===== src/rtl/wb_rr_arbiter.sv =====
//==============================================================================
// Module      : wb_rr_arbiter
// Description : Round-robin Wishbone B3 arbiter. Shares one slave port among
//               NUM_MASTERS masters; ownership is held for a whole bus cycle
//               (cyc), so classic and incrementing bursts are never split.
//               Optional watchdog (macro WB_RR_ARB_WATCHDOG_EN) aborts a
//               stalled transfer by returning err to the owner.
// Revision    : 1.0 - initial release
//==============================================================================
`default_nettype none

module wb_rr_arbiter #(
    parameter int NUM_MASTERS = 3,
    parameter int AW          = 32,
    parameter int DW          = 32,
    parameter int TIMEOUT     = 255
) (
    input  logic                          wb_clk_i,
    input  logic                          wb_rst_ni,
    // master side (master 0 in the LSB slice)
    input  logic [AW*NUM_MASTERS-1:0]     wbm_adr_i,
    input  logic [DW*NUM_MASTERS-1:0]     wbm_dat_i,
    input  logic [DW/8*NUM_MASTERS-1:0]   wbm_sel_i,
    input  logic [NUM_MASTERS-1:0]        wbm_we_i,
    input  logic [NUM_MASTERS-1:0]        wbm_cyc_i,
    input  logic [NUM_MASTERS-1:0]        wbm_stb_i,
    input  logic [3*NUM_MASTERS-1:0]      wbm_cti_i,
    input  logic [2*NUM_MASTERS-1:0]      wbm_bte_i,
    output logic [DW*NUM_MASTERS-1:0]     wbm_dat_o,
    output logic [NUM_MASTERS-1:0]        wbm_ack_o,
    output logic [NUM_MASTERS-1:0]        wbm_err_o,
    output logic [NUM_MASTERS-1:0]        wbm_rty_o,
    // slave side
    output logic [AW-1:0]                 wbs_adr_o,
    output logic [DW-1:0]                 wbs_dat_o,
    output logic [DW/8-1:0]               wbs_sel_o,
    output logic                          wbs_we_o,
    output logic                          wbs_cyc_o,
    output logic                          wbs_stb_o,
    output logic [2:0]                    wbs_cti_o,
    output logic [1:0]                    wbs_bte_o,
    input  logic [DW-1:0]                 wbs_dat_i,
    input  logic                          wbs_ack_i,
    input  logic                          wbs_err_i,
    input  logic                          wbs_rty_i,
    // status
    output logic [NUM_MASTERS-1:0]        grant_o,
    output logic                          timeout_o
);

    localparam int SW = DW / 8;
    localparam int IW = (NUM_MASTERS > 1) ? $clog2(NUM_MASTERS) : 1;
    localparam logic [15:0] c_timeout = 16'(TIMEOUT);

    typedef enum logic [1:0] {
        ST_IDLE  = 2'd0,
        ST_OWN   = 2'd1,
        ST_DRAIN = 2'd2
    } state_t;

    state_t                   r_state;
    logic [NUM_MASTERS-1:0]   r_grant;
    logic [IW-1:0]            r_last;
    logic [IW-1:0]            r_owner;

    logic [2*NUM_MASTERS-1:0] w_req2;
    logic [IW-1:0]            w_winner;
    logic                     w_found;
    int                       w_sum;

    logic                     w_owner_cyc;
    logic                     w_owner_stb;
    logic                     w_abort;
    logic                     w_route;
    logic                     w_rsp_ok;
    logic                     w_unused;

    // Pick the first requester after the last owner: rotate the request
    // vector so position 0 corresponds to last+1, then scan upwards.
    always_comb begin
        w_req2   = {wbm_cyc_i, wbm_cyc_i} >> (int'(r_last) + 1);
        w_winner = r_last;
        w_found  = 1'b0;
        w_sum    = 0;
        for (int j = 0; j < NUM_MASTERS; j++) begin
            if (!w_found && w_req2[j]) begin
                w_found = 1'b1;
                w_sum   = int'(r_last) + 1 + j;
                if (w_sum >= NUM_MASTERS) begin
                    w_sum = w_sum - NUM_MASTERS;
                end
                w_winner = IW'(w_sum);
            end
        end
    end

    assign w_owner_cyc = wbm_cyc_i[r_owner];
    assign w_owner_stb = wbm_stb_i[r_owner];

`ifdef WB_RR_ARB_WATCHDOG_EN
    logic [15:0] r_wd_cnt;

    // Watchdog: counts strobed cycles without any slave response; it is
    // zero whenever the arbiter is idle, hence zero at every new grant.
    always_ff @(posedge wb_clk_i or negedge wb_rst_ni) begin
        if (!wb_rst_ni) begin
            r_wd_cnt <= 16'd0;
        end else if (r_state == ST_IDLE) begin
            r_wd_cnt <= 16'd0;
        end else if (wbs_ack_i || wbs_err_i || wbs_rty_i) begin
            r_wd_cnt <= 16'd0;
        end else if (wbs_stb_o) begin
            r_wd_cnt <= r_wd_cnt + 16'd1;
        end
    end

    assign w_abort = (r_state == ST_OWN) && (r_wd_cnt == c_timeout);
`else
    assign w_abort = 1'b0;
`endif

    // The bus is routed only while owned and not in the abort cycle.
    assign w_route  = (r_state == ST_OWN) && !w_abort;
    assign w_rsp_ok = w_route && w_owner_cyc;

    // Ownership state machine: grant, round-robin pointer and owner index.
    always_ff @(posedge wb_clk_i or negedge wb_rst_ni) begin
        if (!wb_rst_ni) begin
            r_state <= ST_IDLE;
            r_grant <= '0;
            r_last  <= IW'(NUM_MASTERS - 1);
            r_owner <= '0;
        end else begin
            case (r_state)
                ST_IDLE: begin
                    if (|wbm_cyc_i) begin
                        r_state <= ST_OWN;
                        r_grant <= NUM_MASTERS'(1) << w_winner;
                        r_last  <= w_winner;
                        r_owner <= w_winner;
                    end
                end
                ST_OWN: begin
                    if (!w_owner_cyc) begin
                        r_state <= ST_IDLE;
                        r_grant <= '0;
                    end else if (w_abort) begin
                        r_state <= ST_DRAIN;
                    end
                end
                ST_DRAIN: begin
                    if (!w_owner_cyc) begin
                        r_state <= ST_IDLE;
                        r_grant <= '0;
                    end
                end
                default: begin
                    r_state <= ST_IDLE;
                    r_grant <= '0;
                end
            endcase
        end
    end

    // Owner-to-slave request path; cyc/stb follow the owner's cyc in the
    // same cycle so a releasing master never leaves a phantom strobe.
    always_comb begin
        wbs_cyc_o = w_route && w_owner_cyc;
        wbs_stb_o = w_route && w_owner_cyc && w_owner_stb;
        wbs_we_o  = w_route && wbm_we_i[r_owner];
        wbs_adr_o = w_route ? wbm_adr_i[r_owner*AW +: AW] : '0;
        wbs_dat_o = w_route ? wbm_dat_i[r_owner*DW +: DW] : '0;
        wbs_sel_o = w_route ? wbm_sel_i[r_owner*SW +: SW] : '0;
        wbs_cti_o = w_route ? wbm_cti_i[r_owner*3 +: 3]   : 3'b000;
        wbs_bte_o = w_route ? wbm_bte_i[r_owner*2 +: 2]   : 2'b00;
    end

    // Slave-to-owner response path; the abort cycle replaces any slave
    // response with err so a late ack is discarded.
    always_comb begin
        wbm_ack_o = (w_rsp_ok && wbs_ack_i) ? r_grant : '0;
        wbm_rty_o = (w_rsp_ok && wbs_rty_i) ? r_grant : '0;
        wbm_err_o = ((w_rsp_ok && wbs_err_i) || w_abort) ? r_grant : '0;
    end

    // Read data is shared by all masters; only the owner sees an ack.
    generate
        for (genvar g = 0; g < NUM_MASTERS; g++) begin : g_rdata
            assign wbm_dat_o[g*DW +: DW] = wbs_dat_i;
        end
    endgenerate

    assign grant_o   = r_grant;
    assign timeout_o = w_abort;

    // Upper half of the rotated request vector is only scan scaffolding.
    assign w_unused = ^{c_timeout, w_req2[2*NUM_MASTERS-1:NUM_MASTERS]};

endmodule

`default_nettype wire


===== config.mk =====
export PLATFORM = sky130hd
export DESIGN_NAME = wb_rr_arbiter
export DESIGN_NICKNAME = d
export VERILOG_FILES = /design/src/rtl/wb_rr_arbiter.sv
export SDC_FILE = /design/constraint.sdc
export NUM_CORES = 1
export LEC_CHECK = 0
export ABC_AREA = 1
export BUFFER_PORTS_ARGS = -buffer_cell sky130_fd_sc_hd__buf_2
export CORE_AREA = 8 8 168 170
export CTS_CLUSTER_DIAMETER = 200
export DETAILED_ROUTE_END_ITERATION = 10
export DIE_AREA = 0 0 176 178
export PLACE_DENSITY = 0.47
export SLEW_MARGIN = 5
export SYNTH_ARGS = -nofsm -noshare
export SYNTH_HDL_FRONTEND = slang
export SYNTH_SLANG_ARGS = --single-unit
export TNS_END_PERCENT = 5

===== constraint.sdc =====
create_clock -name wb_clk_i -period 2.7 [get_ports wb_clk_i]
set_input_delay 0.27 -clock wb_clk_i [delete_from_list [all_inputs] [get_ports wb_clk_i]]
set_output_delay 0.27 -clock wb_clk_i [all_outputs]
set_load 0.1 [all_outputs]

# == Word-level counts from Yosys, hierarchy flattened ==
# Cells that the tools add are included.
# word_totals
register_bits,9
out_inout_bits,185
inputBits,265
word_cells,69
# op_classes
n_reduce_logical,15
magnitude_cmp,4
muxes,28
shifts,7
n_eq_ne,4
mul,1
addsub,6
# ops
operator,n
$shiftx A96 B8 Y32,2
$mux W32,2
$mux W2,9
$mux W3,6
$shiftx A12 B5 Y4,1
$shiftx A9 B5 Y3,1
$ge A4 B2 Y1 const B,2
$logic_and A1 B1 Y1,8
$bmux W1 S2,3
$pmux W3 S2,1
$shiftx A6 B4 Y2,1
$shr A6 B3 Y3,1
$sub A2 B2 Y2 const B,3
$mux W1,5
$add A3 B1 Y4 const B,1
$add A3 B2 Y4 const B,1
$mul A2 B2 Y4 const B,1
$mux W4,1
$ne A2 B2 Y1 const B,2
$pmux W2 S2,1
$reduce_and A2 Y1,2
$add A2 B1 Y3 const B,1
$ge A3 B2 Y1 const B,1
$lt A2 B3 Y1 const B,1
other kinds (7),8

# == Depth between registers and ports, before layout ==
# depth
ltp_word,12
depth_mapped,12
ltp_nobuf,12

# == Worst setup path after synthesis ==
# No wires, ideal clock.
# synth_path
path_type,register -> output
startpoint,register r_last[0] (netlist name)
endpoint,output wbm_ack_o[0]
required_ns,2.430
path_slack_ns,-0.652
path_buffers,1
arrival_ns,3.082
stages_incl_launch_ff,9
path_cell_list,dfrtp_1 > inv_2 > buf_6 > nand2_4 > a21oi_1 > o21ai_0 > inv_1 > nand2_1 > nor2_1
# synth_rtl
item,line_no,source
to (decl),30,"output logic [NUM_MASTERS-1:0] wbm_ack_o,"

==> metrics.md <==
| Metric | Value |
|---|---|
| Clock Skew | 0.00486 ns |
| Syn nets | 880 |
| Crit-path cells | inv_2, nand2_1, nand2_1, o21ai_0, inv_2, nand2_1, nor2_4, buf_2 |
| Setup TNS | 0 ns |
| Initial antenna violation count | 0 |
| H-tree depth | 1 |
| Hpwl dp | around 15 mm |
| Crit path from | r_last[0]$_DFFE_PN0P_ |
| Fin. Hold Viols | 0 |
| Register area | about 180 um^2 |
| CP max stage delay | 0.52 ns |
| FILL cells | 2,940 |
| Initial Utilization | 12.2% |
| Worst hold path class | in -> async |
| Max Used Layer | met4 |
| Slowest CP cell | dfrtp_4 |
| # IOs | 450 |
| CP most frequent cell | nand2_1 |
| Synth-to-layout area growth | 80.1% |
| Crit path DAT | 2.13 ns |
| GRT Util Overall | between 10% and 20% |
| Metal-1 WL | 6.78 mm |
| Die W | between 150 and 200 um |
| Status | completed |
| Multi-input gate area | 2050 um^2 |
| Mapped Cells | 612 |
| Clk slew on worst S/H paths | 0.04 ns |
| Post CTS Setup Buffer Count | 0 |
| Largest net degree at the start of global routing | 76 |
| Via/cell ratio | 3.97 |
| Worst r2r src | r_last[0]$_DFFE_PN0P_ |
| Layout Utilization | 21.9% |
| Antenna-violating nets left | 0 |
| CTS tree | done |
| # setup viols final | 0 |
| CP Data Required Time | 2.43 ns |
| TritonRoute pass-1 iters | 4 |
| Num CTS Buffers | 3 |
| Dpl cell area | 5530 um^2 |
| Avg Cell Area, Syn | 5.10 um^2 |
| Worst-Margin Slew | 0.501 ns |
| Final period utilization | 88.9% |
| Post-synthesis sequential area ratio | 5.65% |
| Reg2reg setup slack | between 0.6 and 0.7 ns |
| Crit start category | flop |
| Root Buffer | clkbuf_16 |
| Met3 Wirelength | 1.97 mm |
| YS warnings | 0 |
| DR iter-0 viols | 116 |
| Period minus WS final | 2.40 ns |
| DIE HEIGHT | 178 um |
| Met2 WL | ~9.3 mm |
| Vias | ~4.5k |
| Max Cap Viol | 0 |
| CTS sink cnt | 7 |
| Row count | 59 |
| Critical path endpoint category | output pin |
| Die ar. | 31,300 um^2 |
| CTS resizes | 0 |
| Number of remaining DRC errors | 0 |
| Vias in the first global route | 4,788 |
| Clock latency on the worst-skew pair | about 0.24 ns |
| Rel. slew slack | about two thirds |
| Seq cells post-synth | 7 |
| R2R depth | 8 |
| PortBufs | 320 |
| Worst setup path category | reg -> out |
| Global-route wire length before repair | 27.2 mm |
| RSZ-0062 raised after global routing | false |
| Buffer levels on the longest clock path | 2 |
| WL/cell | 16.3 um |
| Reg2Reg Capture Point | r_owner[1]$_DFFE_PN0P_ |
| Fin area | 5620 um^2 |
| Yosys cell types | 22 |
| Routability cong. | 0.757 |
| Layout cells sized above 1 | 44.0% |
| Slew Limit Fails | 0 |
| Max frequency | 417 MHz |
| Total gr overflow | 0 |
| Final wirelength | 18.7 mm |
| Floorplan core area | approximately 26,000 um^2 |
| Nets | 1,078 |
| CP Max Fanout | 6 |
| Post-Syn Area | 3120 um^2 |
-- stage by stage --
stage / setup slack [ns] / cells / hold slack, ns
floorplan: -0.166 / 612 / -0.0256
global placement: 0.594 / 1139 / 0.116
detailed placement: 0.541 / 1139 / 0.115
CTS: 0.293 / 1144 / 0.405
global route: 0.118 / 1144 / 0.430
finish: 0.300 / 1145 / 0.404
-- worst max-delay path by stage --
stage | endpoint | slack (ns) | cells past startpoint
5_1_grt | wbs_dat_o[9] | 0.12 | 7
6_report | wbm_err_o[1] | 0.30 | 8
2_1_floorplan | wbs_adr_o[11] | -0.17 | 6
3_3_place_gp | wbs_adr_o[30] | 0.59 | 7
4_1_cts | wbm_err_o[1] | 0.29 | 8
3_5_place_dp | wbm_err_o[1] | 0.54 | 8
-- per-layer routing --
metal	GRT usage, %	up-vias
met5	0	-
met1	11.6	1948
met2	19.6	278
met3	3.47	60
li1	-	2254
met4	3.96	0
-- sequential cells by signal (all words and copies together), names as in the netlist --
name / cells
r_state: 1
r_owner: 1
r_last: 2
grant_o: 3
-- cell type report --
cell class              instances  area share, %
flip-flops and latches          7           3.23
inverters                      15           1.00
diodes                          1         0.0445
clock buffers                   4           1.40
repair buffers                331           50.4
multi-input cells             452           36.4
well taps                     335           7.46
-- logic make-up after synthesis --
logic type / count (synthesis) / synth area share (%)
AND/OR/NAND/NOR: 290 / 36.2
AO/OA/AOI/OAI: 157 / 25.3
buffers and inverters: 153 / 31.3
flip-flops: 7 / 5.65
adder cells (fa/ha/maj): 3 / 1.20
XOR/XNOR: 1 / 0.281
other: 1 / 0.120
-- synthesized netlist by cell type --
cell       instances  share of area, %
nor2_1           162                19
nand2_1          109                13
buf_4             97                23
o21ai_0           81                13
a21oi_1           75                12
buf_2             18               2.9
clkbuf_1          18               2.2
inv_1             14               1.7
nand3_1           12               1.9
dfrtp_1            6               4.8
nand2_2            4              0.80
buf_1              3              0.36
ha_1               3               1.2
buf_6              2              0.72
a2bb2oi_1          1              0.28
conb_1             1              0.12
dfstp_2            1              0.84
inv_2              1              0.12
nand2_4            1              0.36
nand3_2            1              0.32
or2_1              1              0.20
xnor2_1            1              0.28
-- layout by cell type, fill, tap and decap left out, types with 3 or more instances in the layout --
master     count
inv_1         12
nor2_1       152
o21ai_0       81
nand2_1      109
nand3_1       12
buf_2        246
buf_12        77
nor2_4        10
ha_1           3
clkbuf_16      3
nand2_2        4
buf_4          7
a21oi_1       74
dfrtp_1        4
inv_2          3
-- what timing repair did --
| item | CTS | global route |
|---|---|---|
| setup endpoints to repair | 0 | 0 |
| hold endpoints to repair | 6 | 0 |
| hold buffers | 1 | 0 |
-- critical path, delay by kind of cell, from the launching register on --
kind                   cells  cell delay [ns]
buffers and inverters      3             0.68
flip-flops                 1             0.52
AND/OR/NAND/NOR            4             0.49
AO/OA/AOI/OAI              1             0.19
Power is not shown: default switching activity piles up to over one toggle a cycle in this logic, so the estimate is an artifact.
